<file path="src/rtl/uart_pkg.sv">
// Shared definitions for the parametrised UART receiver: parity modes, receiver states
// and the clocks-per-bit derivation used to size the baud counter.
package uart_pkg;

    localparam int PAR_NONE = 0;
    localparam int PAR_ODD  = 1;
    localparam int PAR_EVEN = 2;

    typedef enum logic [2:0] {
        IDLE,
        START,
        DATA,
        PARITY,
        STOP,
        BREAK
    } rx_state_t;

    function automatic int clks_per_bit(input int clk_hz, input int baud);
        return clk_hz / baud;
    endfunction

endpackage

</file>
<file path="src/rtl/uart_rx_fifo.sv">
// Synchronous FIFO for received words; a write lands in the array in one cycle and is readable the next.
// A push into a full FIFO is refused unless a pop happens in the same cycle; the head is held while not popped.
module uart_rx_fifo #(
    parameter int WIDTH = 10,
    parameter int DEPTH = 4
) (
    input  logic             clk,
    input  logic             rst,
    input  logic             push,
    input  logic [WIDTH-1:0] push_data,
    input  logic             pop,
    output logic [WIDTH-1:0] pop_data,
    output logic             full,
    output logic             empty
);

    localparam int AW = $clog2(DEPTH);

    logic [WIDTH-1:0] mem [DEPTH];
    logic [AW:0]      wr_ptr;
    logic [AW:0]      rd_ptr;
    logic [WIDTH-1:0] last_word;
    logic             do_push;
    logic             do_pop;

    assign empty    = (wr_ptr == rd_ptr);
    assign full     = (wr_ptr[AW] != rd_ptr[AW]) && (wr_ptr[AW-1:0] == rd_ptr[AW-1:0]);
    assign do_pop   = pop && !empty;
    assign do_push  = push && (!full || do_pop);
    // When empty, keep presenting the most recently popped word rather than a stale slot.
    assign pop_data = empty ? last_word : mem[rd_ptr[AW-1:0]];

    always_ff @(posedge clk) begin
        if (rst) begin
            wr_ptr    <= '0;
            rd_ptr    <= '0;
            last_word <= '0;
        end else begin
            if (do_push) begin
                mem[wr_ptr[AW-1:0]] <= push_data;
                wr_ptr              <= wr_ptr + 1'b1;
            end
            if (do_pop) begin
                last_word <= mem[rd_ptr[AW-1:0]];
                rd_ptr    <= rd_ptr + 1'b1;
            end
        end
    end

endmodule

</file>
<file path="src/rtl/uart_rx_param.sv">
// Parametrised UART receiver with mid-bit sampling, glitch/break handling and a word FIFO.
// Word appears on rx_valid one cycle after the final stop sample; a full FIFO drops the word and pulses overrun.
module uart_rx_param
    import uart_pkg::*;
#(
    parameter int CLK_HZ     = 27000000,
    parameter int BAUD       = 115200,
    parameter int DATA_BITS  = 8,
    parameter int PARITY     = 0,
    parameter int STOP_BITS  = 1,
    parameter int FIFO_DEPTH = 4
) (
    input  logic                 clk,
    input  logic                 rst,
    input  logic                 rx_in,
    output logic [DATA_BITS-1:0] rx_data,
    output logic                 rx_perr,
    output logic                 rx_ferr,
    output logic                 rx_valid,
    input  logic                 rx_ready,
    output logic                 overrun,
    output logic                 busy
);

    localparam int CPB = clks_per_bit(CLK_HZ, BAUD);
    localparam int CW  = $clog2(CPB);
    localparam int BW  = $clog2(DATA_BITS + 1);

    rx_state_t              state;
    logic [1:0]             sync;
    logic                   rxs;
    logic                   rxs_prev;
    logic [1:0]             settle;
    logic [CW-1:0]          cnt;
    logic [BW-1:0]          bitn;
    logic [DATA_BITS-1:0]   shreg;
    logic                   perr;
    logic                   ferr;
    logic                   fall;
    logic                   tick;
    logic                   push;
    logic                   stop_ferr;
    logic                   pop;
    logic                   full;
    logic                   empty;
    logic [DATA_BITS+1:0]   head;

    assign rxs       = sync[1];
    // settle masks the edge the reset-to-1 synchroniser would fake if the line is low at release.
    assign fall      = (settle == 2'd3) && rxs_prev && !rxs;
    assign tick      = (cnt == CW'(CPB - 1));
    assign stop_ferr = ferr | ~rxs;
    assign push      = (state == STOP) && tick && (bitn == BW'(STOP_BITS - 1));
    assign pop       = rx_valid && rx_ready;
    assign rx_valid  = !empty;
    assign rx_ferr   = head[DATA_BITS+1];
    assign rx_perr   = head[DATA_BITS];
    assign rx_data   = head[DATA_BITS-1:0];

    always_ff @(posedge clk) begin
        if (rst) begin
            sync     <= 2'b11;
            rxs_prev <= 1'b1;
            settle   <= 2'd0;
            state    <= IDLE;
            cnt      <= '0;
            bitn     <= '0;
            shreg    <= '0;
            perr     <= 1'b0;
            ferr     <= 1'b0;
            overrun  <= 1'b0;
            busy     <= 1'b0;
        end else begin
            sync     <= {sync[0], rx_in};
            rxs_prev <= rxs;
            if (settle != 2'd3) settle <= settle + 2'd1;
            overrun  <= push && full && !pop;
            cnt      <= tick ? '0 : cnt + CW'(1);
            case (state)
                IDLE: begin
                    cnt  <= '0;
                    bitn <= '0;
                    perr <= 1'b0;
                    ferr <= 1'b0;
                    if (fall) begin
                        state <= START;
                        busy  <= 1'b1;
                    end
                end
                START: begin
                    if (cnt == CW'(CPB / 2 - 1)) begin
                        cnt <= '0;
                        if (rxs) begin
                            state <= IDLE;
                            busy  <= 1'b0;
                        end else begin
                            state <= DATA;
                        end
                    end
                end
                DATA: begin
                    if (tick) begin
                        shreg <= {rxs, shreg[DATA_BITS-1:1]};
                        if (bitn == BW'(DATA_BITS - 1)) begin
                            bitn  <= '0;
                            state <= (PARITY != PAR_NONE) ? uart_pkg::PARITY : STOP;
                        end else begin
                            bitn <= bitn + BW'(1);
                        end
                    end
                end
                uart_pkg::PARITY: begin
                    if (tick) begin
                        perr  <= ((^shreg) ^ rxs) != (PARITY == PAR_ODD);
                        state <= STOP;
                    end
                end
                STOP: begin
                    if (tick) begin
                        ferr <= stop_ferr;
                        if (bitn == BW'(STOP_BITS - 1)) begin
                            bitn <= '0;
                            if (stop_ferr && (shreg == '0)) begin
                                state <= BREAK;
                            end else begin
                                state <= IDLE;
                                busy  <= 1'b0;
                            end
                        end else begin
                            bitn <= bitn + BW'(1);
                        end
                    end
                end
                BREAK: begin
                    if (rxs) begin
                        state <= IDLE;
                        busy  <= 1'b0;
                    end
                end
                default: begin
                    state <= IDLE;
                    busy  <= 1'b0;
                end
            endcase
        end
    end

    uart_rx_fifo #(
        .WIDTH (DATA_BITS + 2),
        .DEPTH (FIFO_DEPTH)
    ) u_fifo (
        .clk       (clk),
        .rst       (rst),
        .push      (push),
        .push_data ({stop_ferr, perr, shreg}),
        .pop       (pop),
        .pop_data  (head),
        .full      (full),
        .empty     (empty)
    );

endmodule

</file>
<file path="config.mk">
export PLATFORM = sky130hd
export DESIGN_NAME = uart_rx_param
export DESIGN_NICKNAME = d
export VERILOG_FILES = /design/src/rtl/uart_pkg.sv /design/src/rtl/uart_rx_fifo.sv /design/src/rtl/uart_rx_param.sv
export SDC_FILE = /design/constraint.sdc
export NUM_CORES = 1
export LEC_CHECK = 0
export ABC_AREA = 1
export CORE_AREA = 2 2 99 101
export DETAILED_ROUTE_END_ITERATION = 16
export DIE_AREA = 0 0 101 103
export PLACE_DENSITY = 0.63
export SETUP_SLACK_MARGIN = 0.15
export SLEW_MARGIN = 10
export SYNTH_ARGS = -nofsm -noshare
export SYNTH_HDL_FRONTEND = slang
export SYNTH_SLANG_ARGS = --single-unit
</file>
<file path="constraint.sdc">
create_clock -name clk -period 4.3 [get_ports clk]
set_clock_uncertainty 0.15 [all_clocks]
set_input_delay 0.43 -clock clk [delete_from_list [all_inputs] [get_ports clk]]
set_output_delay 0.43 -clock clk [all_outputs]
set_load 0.02 [all_outputs]
</file>
==> results.md <==
- The detail-routed net length per standard cell is 12.63 um.
- Compared with the post-synthesis result, the final layout area differs by 11.41%.
- The worst-case IR drop observed on VDD is 0.0002841 V.
- Of all nets on the critical path, the largest fanout is 21.
- The number of failing hold endpoints at the final stage is 0.
- The most frequently used flop master after synthesis is dfxtp_1.
- The number of antenna diodes in the final layout is 0.
- The worst hold-check path type is reg2reg.
- The die is 103 um tall.
- STA classifies the critical path startpoint as a flip-flop.
- The final standard cell utilization of the core is 48.17%.
- Using the TritonRoute via totals, the vias-per-cell ratio works out to 4.911.
- The number of antenna violations at the first check in global routing is 0.
- TritonCTS built the clock tree.
- STA classifies the critical path endpoint as an output pin.
- During synthesis, Yosys emitted a total of 0 warnings.
- In this run the number of H-tree levels came out at 3.
- The count of distinct cell types in the synthesized netlist is 35.
- The static leakage is 1.862 nW.
- The tree is rooted in a clkbuf_8.
- The required arrival time at the worst endpoint is 3.72 ns.
- In this run the tightest slew margin relative to its limit is 36.83%.
- The smallest clock period supported by the final layout is computed as 3.184 ns.
- The summed negative setup slack over all endpoints is 0 ns.
- Cells with a size suffix above 1 make up 10.77% of the layout.
- The die is 101 um wide.
- The run finished with clean final reports.
- The first-pass iteration count of the detailed router is 4.
- Once the floorplan was initialized, standard cells occupied 43.24% of the core.
- In this run the remaining antenna-violating nets after routing total 0.
- Leaving out fill and tap cells, the most frequent cell in the layout is nor2_1.
- Setup violations remaining at the end of the flow were counted as 0.
- The final layout contains 497 nets.
- The die covers 0.01040 sq mm.
- In this run the standard cell core region covers 0.009459 sq mm.
- The top cell types in the final layout, fill and taps aside, are 82 x nor2_1, 80 x nand2_1, 50 x dfxtp_1.
- The number of flops mapped to enable cells by yosys is 40.
- The vias after detailed routing is 2932.
- The number of global-route vias before repair is 2878.
- After the first detailed-routing iteration, the DRC count stood at 134.
- The number of buffers inserted by post-CTS setup repair is 0.
- Global routing used 16.37% of the available tracks across all layers.
- The cell count after synthesis is 463.
- The clock latency reported for the late side of the worst-skew pair is 0.35 ns.
- The overflow left after global routing is 0.
- The total of cells resized after clock tree synthesis is 0.
- The part of the Yosys area used for sequential elements is 53.84%.
- In this run the deepest clock path goes through 2 buffers.
- Summing the areas of all compound-gate instances in the mapped netlist gives 10.37% of the synthesized area.
- The number of max-slew violations in the final report is 0.
- Buffers placed on the I/O ports in this run total 16.
- The final critical-path share of the clock period is 74.04%.
- Summing the areas of all and, or, nand and nor instances in the mapped netlist gives 22.48% of the synthesized area.
- The first global-routing pass estimated 13270 um of wire.
- After detailed routing, the total wire length is 7541 um.
- Of the total synthesized cell area, the portion taken by full adders, half adders and majority gates is 4.589%.
- The critical path is of the reg2out type.
- The data arrival time of the critical path is 2.60 ns.
- Static timing analysis puts the maximum clock frequency at 314.1 MHz.
- For this run, design rule violations remaining after detail routing come to 0.
- The power density normalized to cell area is 433.9 mW/mm^2.
- Of the total synthesized cell area, the portion taken by XOR and XNOR cells is 2.784%.
- The slew of the pin with the lowest slew margin is 0.9441 ns.
- The CTS buffer count is 9.
- The pin count of the biggest net entering global routing is 33.
- The placer congestion estimate is 0.7837.
- The synthesized net count is 482.
- A synthesized cell averages 8.834 sq um.
- The multiplexer share of the synthesized area is 0%.
- The clock transition at the registers of the reported paths is 0.08 ns.
- Setup repair after global routing left no endpoint under its margin.
- The number of flip-flops and latches in the synthesized netlist is 90.
- After clock tree synthesis, the flow added hold-fix buffers numbering 0.
- The async set-or-reset flop fraction in the synthesized netlist is 0%.
- The HPWL after detailed placement is 5423 um.
- The number of primary I/O pins is 17.
- Row generation in the floorplan step produced 36 rows.
- The number of sinks handled by clock tree synthesis is 90.
- The main combinational cell family by area after synthesis is simple AND/OR/NAND/NOR gates.
- Across the run, the number of max-cap violations was 0.
- After synthesis the cells add up to 0.004090 sq mm.
-- area by class of cell --
cell class,instances,area [sq um]
fill,917,4902
tap,114,142.6
timing repair buffer,17,167.7
multi-input combinational,313,1645
sequential,90,2202
inverter,47,177.7
clock buffer,12,145.1
clock inverter,4,76.32
-- cells by family (layout without fill, tap and decap cells) --
family                     count (synthesis)  after routing
buffers and inverters                     60             80
and+or+nand+nor                          206            206
xor gates and xnor gates                  13             13
DFF                                       90             90
adders and majority gates                 15             15
AOI/OAI and AO/OA                         79             79
-- power by group --
group / switching (mW) / internal [mW]
Clock: 0.287 / 0.345
Sequential: 0.0395 / 0.923
Combinational: 0.244 / 0.139
Total: 0.571 / 1.41
-- Yosys cell counts, types with 2 or more instances --
master | count | area, sq um
xnor2_1 | 8 | 70.07
clkbuf_1 | 9 | 33.78
inv_2 | 10 | 37.54
inv_1 | 35 | 131.4
nand3_1 | 16 | 80.08
buf_4 | 2 | 15.01
ha_1 | 15 | 187.7
o22ai_1 | 10 | 62.56
edfxtp_1 | 40 | 1201
nand2_2 | 6 | 37.54
nand4_1 | 2 | 12.51
or2_2 | 3 | 18.77
o21ai_0 | 41 | 205.2
nor2_2 | 6 | 37.54
xor2_1 | 5 | 43.79
nor2_4 | 3 | 33.78
nor2_1 | 82 | 307.8
a21oi_1 | 20 | 100.1
o21ai_1 | 5 | 25.02
dfxtp_1 | 50 | 1001
nand2_1 | 80 | 300.3
nand3_2 | 2 | 20.02
-- final timing paths --
kind / end / startpoint / cells after the start / slack (ns)
max: rx_data[1] / flip-flop / 6 / 1.12
min: sync[1]$_SDFF_PP1_ / sync[0]$_SDFF_PP1_ / 1 / 0.27
max reg2reg: u_fifo.mem[2][7]$_DFFE_PP_ / cnt[0]$_SDFF_PP0_ / 7 / 1.73
min reg2reg: sync[1]$_SDFF_PP1_ / sync[0]$_SDFF_PP1_ / 1 / 0.27
-- routing by layer --
| layer | part of all wire (%) | up-vias | GRT usage (%) |
|---|---|---|---|
| li1 | - | 1545 | - |
| met1 | 49 | 1339 | 21.14 |
| met2 | 47 | 44 | 27.13 |
| met3 | 3.5 | 4 | 3.661 |
| met4 | 0.76 | 0 | 6.029 |
| met5 | 0 | - | 0 |
-- through the flow --
stage | hold WS (ns) | worst slack, ns | total power [mW] | instance area, sq um | instances
after global routing | 0.2912 | 0.8518 | 2.096 | 4557 | 597
after CTS | 0.2707 | 1.088 | 1.998 | 4557 | 597
after detailed placement | 0.2427 | 1.498 | 1.368 | 4335 | 581
final | 0.2694 | 1.116 | 1.977 | 4557 | 597
after floorplan | 0.2395 | 2.120 | 1.270 | 4090 | 463
after global placement | 0.2441 | 1.569 | 1.361 | 4335 | 581
-- registers in the layout (all words and copies together) (netlist names), named ones only --
register / count
overrun: 1
cnt: 8
u_fifo.rd_ptr: 3
perr: 1
u_fifo.last_word: 10
ferr: 1
rxs_prev: 1
busy: 1
u_fifo.mem: 40
bitn: 4
sync: 2
settle: 2
u_fifo.wr_ptr: 3
shreg: 8
state: 3
-- worst max-delay path, stage by stage (launching register included) --
cell             delay (ns)
dfxtp_1                0.72
inv_1                  0.43
o21ai_0                0.29
o22ai_1                0.13
nand2_1                0.07
nand2_1                0.06
clkdlybuf4s50_1        0.53
(Power assumes the default switching activity.)
